## src/rtl/spi_slave_fifo.sv

```systemverilog
// SPI slave with TX/RX first-word-fall-through FIFOs.
// All SPI pins are oversampled on clk; mode and bit order are captured
// at the start of every chip-select frame and held until it ends.

// Synchronous FWFT FIFO. A push into a full FIFO is refused even when a pop
// happens in the same cycle, so fullness is judged on the pre-pop level.
module spi_slave_fifo_buf #(
    parameter int width = 8,
    parameter int depth = 4
) (
    input  logic                     clk,
    input  logic                     rst,
    input  logic                     push,
    input  logic [width-1:0]         wr_data,
    input  logic                     pop,
    output logic [width-1:0]         rd_data,
    output logic [$clog2(depth):0]   level,
    output logic                     full,
    output logic                     empty
);
    localparam int ptr_w = $clog2(depth);
    localparam int lvl_w = ptr_w + 1;

    logic [width-1:0] mem_q [depth];
    logic [width-1:0] mem_d [depth];
    logic [ptr_w-1:0] wr_ptr_q, wr_ptr_d;
    logic [ptr_w-1:0] rd_ptr_q, rd_ptr_d;
    logic [lvl_w-1:0] level_q, level_d;
    logic             push_ok;
    logic             pop_ok;

    assign full    = (level_q == lvl_w'(depth));
    assign empty   = (level_q == '0);
    assign level   = level_q;
    assign rd_data = empty ? '0 : mem_q[rd_ptr_q];
    assign push_ok = push & ~full;
    assign pop_ok  = pop & ~empty;

    // Next-state for storage, pointers and occupancy.
    always_comb begin
        mem_d    = mem_q;
        wr_ptr_d = wr_ptr_q;
        rd_ptr_d = rd_ptr_q;
        level_d  = level_q;
        if (push_ok) begin
            mem_d[wr_ptr_q] = wr_data;
            wr_ptr_d        = wr_ptr_q + 1'b1;
        end
        if (pop_ok) begin
            rd_ptr_d = rd_ptr_q + 1'b1;
        end
        case ({push_ok, pop_ok})
            2'b10:   level_d = level_q + 1'b1;
            2'b01:   level_d = level_q - 1'b1;
            default: level_d = level_q;
        endcase
    end

    // FIFO state registers; reset empties the FIFO and clears its storage.
    always_ff @(posedge clk or posedge rst) begin
        if (rst) begin
            for (int i = 0; i < depth; i++) begin
                mem_q[i] <= '0;
            end
            wr_ptr_q <= '0;
            rd_ptr_q <= '0;
            level_q  <= '0;
        end else begin
            mem_q    <= mem_d;
            wr_ptr_q <= wr_ptr_d;
            rd_ptr_q <= rd_ptr_d;
            level_q  <= level_d;
        end
    end
endmodule

module spi_slave_fifo #(
    parameter int data_width = 8,
    parameter int fifo_depth = 4
) (
    input  logic                          clk,
    input  logic                          rst,
    input  logic                          cpol,
    input  logic                          cpha,
    input  logic                          lsb_first,
    input  logic                          spi_clk,
    input  logic                          chip_select,
    input  logic                          MOSI,
    output logic                          MISO,
    input  logic [data_width-1:0]         tx_data,
    input  logic                          tx_valid,
    output logic                          tx_ready,
    output logic [data_width-1:0]         rx_data,
    output logic                          rx_valid,
    input  logic                          rx_ready,
    output logic [$clog2(fifo_depth):0]   tx_level,
    output logic [$clog2(fifo_depth):0]   rx_level,
    output logic                          busy,
    output logic                          tx_underrun,
    output logic                          rx_overrun,
    output logic                          frame_error
);
    localparam int cnt_w = $clog2(data_width);
    localparam logic [cnt_w-1:0] last_bit = cnt_w'(data_width - 1);

    typedef enum logic {ST_IDLE, ST_ACTIVE} state_t;

    // Pin pipelines, bit 2 = spi_clk, bit 1 = chip_select, bit 0 = MOSI.
    // The idle level of chip_select is high, so its stages reset to 1.
    localparam logic [2:0] pins_idle = 3'b010;

    logic [2:0] meta_q, meta_d;
    logic [2:0] sync_q, sync_d;
    logic [2:0] prev_q, prev_d;

    state_t                 state_q, state_d;
    logic                   rise_q, rise_d;
    logic                   fall_q, fall_d;
    logic                   cpol_m_q, cpol_m_d;
    logic                   cpha_m_q, cpha_m_d;
    logic                   lsb_m_q, lsb_m_d;
    logic [cnt_w-1:0]       cnt_q, cnt_d;
    logic [data_width-1:0]  shift_q, shift_d;
    logic [data_width-1:0]  rx_shift_q, rx_shift_d;
    logic [data_width-1:0]  rx_word_q, rx_word_d;
    logic                   word_done_q, word_done_d;
    logic                   load_pend_q, load_pend_d;
    logic                   tx_underrun_q, tx_underrun_d;
    logic                   rx_overrun_q, rx_overrun_d;
    logic                   frame_error_q, frame_error_d;

    logic                   sclk_rise, sclk_fall;
    logic                   cs_fall, cs_rise;
    logic                   mosi_bit;
    logic                   sample_ev, shift_ev;
    logic                   load_req;
    logic                   tx_pop;
    logic [data_width-1:0]  tx_head;
    logic [data_width-1:0]  rx_next;
    logic                   tx_full, tx_empty;
    logic                   rx_full, rx_empty;

    assign sclk_rise = sync_q[2] & ~prev_q[2];
    assign sclk_fall = ~sync_q[2] & prev_q[2];
    assign cs_fall   = ~sync_q[1] & prev_q[1];
    assign cs_rise   = sync_q[1] & ~prev_q[1];
    assign mosi_bit  = prev_q[0];

    // With cpol^cpha clear the sample edge is the rising one, otherwise falling.
    assign sample_ev = (cpol_m_q ^ cpha_m_q) ? fall_q : rise_q;
    assign shift_ev  = (cpol_m_q ^ cpha_m_q) ? rise_q : fall_q;

    assign rx_next = lsb_m_q ? {mosi_bit, rx_shift_q[data_width-1:1]}
                             : {rx_shift_q[data_width-2:0], mosi_bit};

    assign busy        = (state_q == ST_ACTIVE);
    assign MISO        = busy & (lsb_m_q ? shift_q[0] : shift_q[data_width-1]);
    assign tx_ready    = ~tx_full;
    assign rx_valid    = ~rx_empty;
    assign tx_underrun = tx_underrun_q;
    assign rx_overrun  = rx_overrun_q;
    assign frame_error = frame_error_q;

    spi_slave_fifo_buf #(.width(data_width), .depth(fifo_depth)) u_tx_fifo (
        .clk     (clk),
        .rst     (rst),
        .push    (tx_valid & tx_ready),
        .wr_data (tx_data),
        .pop     (tx_pop),
        .rd_data (tx_head),
        .level   (tx_level),
        .full    (tx_full),
        .empty   (tx_empty)
    );

    spi_slave_fifo_buf #(.width(data_width), .depth(fifo_depth)) u_rx_fifo (
        .clk     (clk),
        .rst     (rst),
        .push    (word_done_q),
        .wr_data (rx_word_q),
        .pop     (rx_valid & rx_ready),
        .rd_data (rx_data),
        .level   (rx_level),
        .full    (rx_full),
        .empty   (rx_empty)
    );

    // Frame control, edge decoding, shift registers and the TX load decision.
    always_comb begin
        meta_d        = {spi_clk, chip_select, MOSI};
        sync_d        = meta_q;
        prev_d        = sync_q;
        state_d       = state_q;
        rise_d        = busy & sclk_rise;
        fall_d        = busy & sclk_fall;
        cpol_m_d      = cpol_m_q;
        cpha_m_d      = cpha_m_q;
        lsb_m_d       = lsb_m_q;
        cnt_d         = cnt_q;
        shift_d       = shift_q;
        rx_shift_d    = rx_shift_q;
        rx_word_d     = rx_word_q;
        word_done_d   = 1'b0;
        load_pend_d   = load_pend_q;
        tx_underrun_d = 1'b0;
        rx_overrun_d  = word_done_q & rx_full;
        frame_error_d = 1'b0;
        load_req      = 1'b0;
        tx_pop        = 1'b0;

        case (state_q)
            ST_IDLE: begin
                if (cs_fall) begin
                    state_d     = ST_ACTIVE;
                    cpol_m_d    = cpol;
                    cpha_m_d    = cpha;
                    lsb_m_d     = lsb_first;
                    cnt_d       = '0;
                    load_pend_d = 1'b0;
                    load_req    = ~cpha;
                end
            end
            ST_ACTIVE: begin
                if (cs_rise) begin
                    state_d       = ST_IDLE;
                    cnt_d         = '0;
                    shift_d       = '0;
                    rx_shift_d    = '0;
                    load_pend_d   = 1'b0;
                    rise_d        = 1'b0;
                    fall_d        = 1'b0;
                    frame_error_d = (cnt_q != '0);
                end else begin
                    if (sample_ev) begin
                        rx_shift_d = rx_next;
                        if (cnt_q == last_bit) begin
                            cnt_d       = '0;
                            rx_word_d   = rx_next;
                            word_done_d = 1'b1;
                            load_pend_d = 1'b1;
                        end else begin
                            cnt_d = cnt_q + 1'b1;
                        end
                    end
                    if (shift_ev) begin
                        if (cpha_m_q ? (cnt_q == '0) : load_pend_q) begin
                            load_req    = 1'b1;
                            load_pend_d = 1'b0;
                        end else if (lsb_m_q) begin
                            shift_d = {1'b0, shift_q[data_width-1:1]};
                        end else begin
                            shift_d = {shift_q[data_width-2:0], 1'b0};
                        end
                    end
                end
            end
            default: state_d = ST_IDLE;
        endcase

        if (load_req) begin
            tx_pop        = ~tx_empty;
            shift_d       = tx_empty ? '0 : tx_head;
            tx_underrun_d = tx_empty;
        end
    end

    // Single register bank for the whole slave; reset returns everything to idle.
    always_ff @(posedge clk or posedge rst) begin
        if (rst) begin
            meta_q        <= pins_idle;
            sync_q        <= pins_idle;
            prev_q        <= pins_idle;
            state_q       <= ST_IDLE;
            rise_q        <= 1'b0;
            fall_q        <= 1'b0;
            cpol_m_q      <= 1'b0;
            cpha_m_q      <= 1'b0;
            lsb_m_q       <= 1'b0;
            cnt_q         <= '0;
            shift_q       <= '0;
            rx_shift_q    <= '0;
            rx_word_q     <= '0;
            word_done_q   <= 1'b0;
            load_pend_q   <= 1'b0;
            tx_underrun_q <= 1'b0;
            rx_overrun_q  <= 1'b0;
            frame_error_q <= 1'b0;
        end else begin
            meta_q        <= meta_d;
            sync_q        <= sync_d;
            prev_q        <= prev_d;
            state_q       <= state_d;
            rise_q        <= rise_d;
            fall_q        <= fall_d;
            cpol_m_q      <= cpol_m_d;
            cpha_m_q      <= cpha_m_d;
            lsb_m_q       <= lsb_m_d;
            cnt_q         <= cnt_d;
            shift_q       <= shift_d;
            rx_shift_q    <= rx_shift_d;
            rx_word_q     <= rx_word_d;
            word_done_q   <= word_done_d;
            load_pend_q   <= load_pend_d;
            tx_underrun_q <= tx_underrun_d;
            rx_overrun_q  <= rx_overrun_d;
            frame_error_q <= frame_error_d;
        end
    end
endmodule

```

## config.mk

```make
export PLATFORM = sky130hd
export DESIGN_NAME = spi_slave_fifo
export DESIGN_NICKNAME = d
export VERILOG_FILES = /design/src/rtl/spi_slave_fifo.sv
export SDC_FILE = /design/constraint.sdc
export NUM_CORES = 1
export LEC_CHECK = 0
export CORE_MARGIN = 2
export CORE_UTILIZATION = 55
export DETAILED_ROUTE_END_ITERATION = 10
export DONT_BUFFER_PORTS = 1
export PLACE_DENSITY_LB_ADDON = 0.2
export SETUP_SLACK_MARGIN = 0.4
export SYNTH_ARGS = -nofsm -noshare
export SYNTH_HDL_FRONTEND = slang
export SYNTH_SLANG_ARGS = --single-unit
```

## constraint.sdc

```tcl
create_clock -name clk -period 7.87 [get_ports clk]
set_input_delay 0.3935 -clock clk [delete_from_list [all_inputs] [get_ports clk]]
set_output_delay 0.3935 -clock clk [all_outputs]
set_load 0.02 [all_outputs]
```

# After elaboration in Yosys (flattened, before gate mapping)
# Cells that the tools add are included.
[classes] n_reduce_logical=16 add_sub_neg=9 muxes=61 bitwise_logic=30 n_lt_le_gt_ge=6 n_eq_ne=10
[op_table] operator="8-bit 2-to-1 mux" count=17
[op_table] operator="32-bit bitwise mux" count=2
[op_table] operator="8-bit binary-select mux with 2-bit select" count=2
[op_table] operator="8-bit demux with 2-bit select" count=2
[op_table] operator="1-bit 2-to-1 mux" count=28
[op_table] operator="3-bit one-hot mux with 2 select lines" count=3
[op_table] operator="1-bit bitwise AND" count=14
[op_table] operator="3-bit greater-or-equal comparator (second input constant)" count=4
[op_table] operator="3-bit 2-to-1 mux" count=4
[op_table] operator="2-bit NOT with 3-bit output" count=4
[op_table] operator="1-bit NOT" count=11
[op_table] operator="3-bit by 1-bit adder with 3-bit output (second input constant)" count=3
[op_table] operator="3-bit == test (second input constant)" count=3
[op_table] operator="3-bit logical NOT" count=3
[op_table] operator="2-bit by 1-bit adder with 2-bit output (second input constant)" count=4
[op_table] operator="2-bit nonzero test" count=4
[op_table] operator="3-bit by 1-bit less-than comparator with 1-bit output (second input constant)" count=2
[op_table] operator="1-bit one-hot mux with 2 select lines" count=3
[op_table] operator="2-bit AND reduction" count=3
[op_table] operator="3-bit nonzero test" count=2
[op_table] operator="3-bit by 1-bit subtractor with 3-bit output (second input constant)" count=2
[op_table] operator="2-bit by 1-bit == test with 1-bit output (second input constant)" count=2
[op_table] operator="2-bit == test (second input constant)" count=2
[op_table] operator="4-bit AND reduction" count=1
[op_table] operator="other kinds (6)" count=7
[word_totals] elab_cells=164 output_inout_bits=21 reg_bits=125 inputBits=18

# Depth between registers and ports, before layout
[depth] depth_word=10 depth_mapped=12 mapped_depth_nobuf=12

# Hierarchy
# A second synthesis with hierarchy kept.
[unflattened] cells_unflattened=426 hier_area_um2=5794.3
[modules_own_cells] mod="spi_slave_fifo_buf" cells_each=125 area_per_inst_um2=1841.8 instances=2 seq_area_each_um2=975.9
[modules_own_cells] mod="spi_slave_fifo" cells_each=176 area_per_inst_um2=2110.8 instances=1 seq_area_each_um2=1179.9

# Worst setup path after synthesis
# Ideal clock, no wire load.
[synth_timing] path_kind="register -> register" start="register state_q (netlist: busy)" end="register u_tx_fifo.level_q[2] (netlist: u_tx_fifo.level[2])" setup_slack_ps=5366 path_stages_with_launch=11 t_required_ps=7790 synth_period_minus_slack_ps=2504 t_arrival_ps=2425 n_path_buf=1 setup_ps=80 cell_sequence="dfrtp_1 buf_6 or4b_4 o31ai_1 and2_1 ha_1 inv_1 fa_1 xor2_1 nor2_1 xor2_1"
[synth_via] elab_chain_cells=6 word_cells_on_any_way=8 classes_between="2 x eq/ne; 3 x mux; 2 x bitwise; 1 x reduce/logical"
[synth_lines] item="from (decl)" line="116" text="state_t state_q, state_d;"
[synth_lines] item="from (signal assigned)" line="292" text="state_q <= state_d;"
[synth_lines] item="1-bit NOT (no source line)"
[synth_lines] item="1-bit one-hot mux with 2 select lines (*)" line="211" text="case (state_q)"
[synth_lines] item="1-bit 2-to-1 mux (*)" line="260" text="if (load_req) begin"
[synth_lines] item="1-bit bitwise AND (*)" line="37" text="assign pop_ok = pop & ~empty;"
[synth_lines] item="net u_tx_fifo.pop_ok" line="30" text="logic pop_ok;"
[synth_lines] item="2-bit by 1-bit == test with 1-bit output or 2-bit == test (tied branches)" line="52" text="case ({push_ok, pop_ok})"
[synth_lines] item="3-bit one-hot mux with 2 select lines or 2-bit nonzero test (tied branches)"
[synth_lines] item="to (signal assigned)" line="72" text="level_q <= level_d;"
[synth_lines] item="to (decl)" line="28" text="logic [lvl_w-1:0] level_q, level_d;"
# The timed path passes the listed nets; every way through them passes the cells marked *.
# A chain may end at the register's enable or synchronous reset.

# Worst setup path in the final report
[layout_timing] start="register prev_q[1]" end="register u_tx_fifo.level_q[2] (netlist: u_tx_fifo.level[2])"
[layout_via] elab_chain_cells=8 word_cells_on_any_way=12 classes_between="2 x eq/ne; 5 x mux; 4 x bitwise; 1 x reduce/logical"
[layout_lines] item="from (decl)" line="114" text="logic [2:0] prev_q, prev_d;"
[layout_lines] item="from (signal assigned)" line="272" text="prev_q <= pins_idle;"
[layout_lines] item="from (signal assigned)" line="291" text="prev_q <= prev_d;"
[layout_lines] item="1-bit NOT" line="146" text="assign cs_rise = sync_q[1] & ~prev_q[1];"
[layout_lines] item="1-bit bitwise AND" line="146"
[layout_lines] item="1-bit 2-to-1 mux" line="224" text="if (cs_rise) begin"
[layout_lines] item="1-bit one-hot mux with 2 select lines (*)" line="211"
[layout_lines] item="1-bit 2-to-1 mux (*)" line="260"
[layout_lines] item="1-bit bitwise AND (*)" line="37"
[layout_lines] item="net u_tx_fifo.pop_ok" line="30"
[layout_lines] item="2-bit by 1-bit == test with 1-bit output or 2-bit == test (tied branches)" line="52"
[layout_lines] item="3-bit one-hot mux with 2 select lines or 2-bit nonzero test (tied branches)"
# Marks and branches as above.

==> impl_metrics.sql <==
INSERT INTO impl_metrics (metric_group, metric, value, unit) VALUES
('cts', 'number_of_post_cts_setup_repair_buffers', '0', ''),
('power', 'power.static_leakage', '0.00294', 'uW'),
('synthesis', 'postSynthCellCount', '394', ''),
('worst_setup_path', 'cp_data_arrival_time', '3.99', 'ns'),
('final_layout', 'syn2layout_area_growth', '13.7', '%'),
('drt', 'wire_per_inst', '17.8', 'um'),
('placement', 'dp_cells', '515', ''),
('die', 'floorplan.io_pins', '39', ''),
('drt', 'viasPerCell', '5.65', ''),
('hold_path', 'hold_path_class', 'in -> reg', ''),
('sta', 'final-max-slew-violation-count', '0', ''),
('cts', 'clkLatencyLatePin', '0.52', 'ns'),
('final_layout', 'layout.cells.most_common_list', 'sky130_fd_sc_hd__dfrtp_1 (122), sky130_fd_sc_hd__mux2_2 (90), sky130_fd_sc_hd__inv_1 (16), sky130_fd_sc_hd__mux4_2 (16), sky130_fd_sc_hd__clkbuf_16 (16)', ''),
('synthesis', 'cell_area_after_technology_mapping', '0.00563', 'mm2'),
('synthesis', 'synthesis.nets', '427', ''),
('global_routing', 'grt.overflow.total', '0', ''),
('synthesis', 'yosys-top-cells-area', 'sky130_fd_sc_hd__dfrtp_1 (54%), sky130_fd_sc_hd__mux2_2 (18%), sky130_fd_sc_hd__mux4_2 (6.4%)', ''),
('power', 'cellPowerDensity', '335', 'mW/mm2'),
('sta', 'rsz0062_at_grt', 'false', ''),
('cts', 'postCtsHoldBufs', '13', ''),
('synthesis', 'postSynthRegisterBits', '125', ''),
('final_layout', 'multiInputGateArea', '0.00236', 'mm2'),
('worst_setup_path', 'crit_required', '8.31', 'ns'),
('cts', 'cts_made_buffers', '17', ''),
('final_layout', 'final_common_cell', 'sky130_fd_sc_hd__dfrtp_1', ''),
('sta', 'setup_total_negative_slack', '0', 'ns'),
('drt', 'detailedRoute.firstPassIterationCount', '6', ''),
('sta', 'finalCriticalPeriod', '3.55', 'ns'),
('cts', 'cts_num_sinks', '125', ''),
('cts', 'tritoncts_clock_tree', 'done', ''),
('cts', 'h-tree-depth', '4', ''),
('final_layout', 'final_nets', '447', ''),
('synthesis', 'ys.warnings.count', '0', ''),
('drt', 'drcViolationCount', '0', ''),
('cts', 'clk_pin_slew', '0.06', 'ns'),
('synthesis', 'yosys.area.top_type_share', '54.3', '%'),
('sta', 'skew', '0.00697', 'ns'),
('sta', 'final_min_period_over_clock_period', '45.1', '%'),
('final_layout', 'fillers', '701', ''),
('die', 'floorplan.die.height', '105', 'um'),
('global_routing', 'grtUsageTotal', '20.6', '%'),
('synthesis', 'async_reset_ff_share', '100', '%'),
('synthesis', 'synth_flop_cell', 'sky130_fd_sc_hd__dfrtp_1', ''),
('sta', 'timing.hold.ws', '0.0296', 'ns'),
('global_routing', 'global_route_wire_length_before_repair', '17300', 'um'),
('status', 'run_status', 'finished, final reports clean', ''),
('final_layout', 'antenna_cells', '0', ''),
('drt', 'drt_first_iter_violations', '139', ''),
('job', 'maxCapViolCount', '0', ''),
('drt', 'wl', '9910', 'um'),
('cts', 'post_cts.resized_instances', '0', ''),
('global_routing', 'antenna_violations_before_repair', '0', ''),
('synthesis', 'seq_area_frac_synth', '55.7', '%'),
('worst_setup_path', 'worstSetupPathType', 'reg -> reg', ''),
('sta', 'report.final.setup_viol', '0', ''),
('placement', 'gp_routability_congestion', '0.776', ''),
('drt', 'final_antenna_net_count', '0', ''),
('sta', 'final-hold-violation-count', '0', ''),
('placement', 'post_dp_cell_area', '0.00574', 'mm2'),
('placement', 'count_of_buffers_inserted_at_the_top_level_ports', '0', ''),
('global_routing', 'grt_pass1_vias', '3377', ''),
('final_layout', 'post_route_standard_cell_area_excluding_fillers', '0.00640', 'mm2'),
('sta', 'max_slew_margin', '15.4', '%'),
('die', 'placeableCoreArea', '0.00986', 'mm2'),
('cts', 'cts_max_path_buffers', '2', ''),
('die', 'die_area', '0.0111', 'mm2'),
('cts', 'cts_root_buf', 'sky130_fd_sc_hd__clkbuf_8', ''),
('final_layout', 'non_filler_instance_count_after_layout', '558', ''),
('final_layout', 'sequential_cell_area', '0.00313', 'mm2'),
('synthesis', 'synth-edff-count', '0', ''),
('synthesis', 'yosys.area.top_type', 'sky130_fd_sc_hd__dfrtp_1', '');
cells in the mapped netlist, types with 4 or more instances:
cell and count:
sky130_fd_sc_hd__dfrtp_1 122, sky130_fd_sc_hd__mux2_2 90, sky130_fd_sc_hd__inv_1 17, sky130_fd_sc_hd__mux4_2 16, sky130_fd_sc_hd__nand2_1 15, sky130_fd_sc_hd__ha_1 13, sky130_fd_sc_hd__and2_1 12, sky130_fd_sc_hd__nor2_1 11
sky130_fd_sc_hd__a22o_1 9, sky130_fd_sc_hd__clkbuf_1 7, sky130_fd_sc_hd__xnor2_1 7, sky130_fd_sc_hd__a21oi_1 6, sky130_fd_sc_hd__a32oi_1 6, sky130_fd_sc_hd__nand3_1 6, sky130_fd_sc_hd__xor2_1 6, sky130_fd_sc_hd__mux2i_1 4
sky130_fd_sc_hd__nor2b_1 4
critical path, cell delays in order (launching register included):
cell and delay (ns):
sky130_fd_sc_hd__dfstp_2 0.54, sky130_fd_sc_hd__nand2b_1 0.30, sky130_fd_sc_hd__nand2_1 0.19, sky130_fd_sc_hd__o31ai_1 1.08
sky130_fd_sc_hd__and2_1 0.30, sky130_fd_sc_hd__ha_1 0.20, sky130_fd_sc_hd__inv_1 0.06, sky130_fd_sc_hd__fa_1 0.37
sky130_fd_sc_hd__xor2_1 0.17, sky130_fd_sc_hd__nor2_1 0.11, sky130_fd_sc_hd__xor2_1 0.15
layout make-up:
type                       instances  share of cell area (%)
clock buffer                      23                    7.29
inverter                          18                    1.10
multi-input combinational        238                    36.9
timing repair buffer              14                    2.15
sequential                       125                    48.9
clock inverter                     7                    1.02
tap                              133                    2.60
sequential cells by signal, summed over array words and instances, names as in the netlist, 2 cells and up:
name / cells
cnt_q: 3
meta_q: 3
prev_d: 3
prev_q: 3
rx_shift_q: 8
rx_word_q: 8
shift_q: 8
u_rx_fifo.level: 3
u_rx_fifo.mem_q: 32
u_rx_fifo.rd_ptr_q: 2
u_rx_fifo.wr_ptr_q: 2
u_tx_fifo.level: 3
u_tx_fifo.mem_q: 32
u_tx_fifo.rd_ptr_q: 2
u_tx_fifo.wr_ptr_q: 2
final timing paths:
kind | start | to | slack (ns) | depth (start not counted)
min | tx_data[6] | u_tx_fifo.mem_q[22]$_DFFE_PP0P_ | 0.03 | 1
min reg2reg | meta_q[0]$_DFF_PP0_ | prev_d[0]$_DFF_PP0_ | 0.34 | 0
max | prev_q[1]$_DFF_PP1_ | u_tx_fifo.level[2]$_DFFE_PP0P_ | 4.32 | 10
min in group asynchronous | rst | busy$_DFF_PP0_ | 0.47 | 2
max in group asynchronous | rst | u_rx_fifo.level[1]$_DFFE_PP0P_ | 6.06 | 3
max reg2reg | prev_q[1]$_DFF_PP1_ | u_tx_fifo.level[2]$_DFFE_PP0P_ | 4.32 | 10
metal layers:
layer / vias to the layer above / routed length, um / global-route usage (%)
met5: - / 0 / 0
li1: 1453 / - / -
met3: 21 / 386 / 6.30
met2: 61 / 4720 / 30.8
met4: 0 / 176 / 7.71
met1: 1615 / 4630 / 28.4
power by group:
part           total (uW)  switching [uW]  internal [uW]
logic                 479             203            276
clock network         696             259            437
registers             968             174            794
total                2140             636           1510
through the flow:
| stage | setup WS, ns | total power [uW] |
|---|---|---|
| finish | 4.32 | 2140 |
| global route | 4.09 | 2280 |
| CTS | 4.31 | 2170 |
| detailed placement | 4.34 | 1450 |
| global placement | 4.44 | 1430 |
| floorplan | 4.15 | 1340 |
logic make-up after synthesis:
group	count (synthesis)	synth area share (%)
flops	125	55.7
mux	110	25.1
simple gates	64	6.09
compound gates	36	5.11
buf+inv	31	2.38
fa+ha+maj	15	3.60
xor+xnor	13	2.02
No activity file was read; power rests on OpenSTA's default activity.
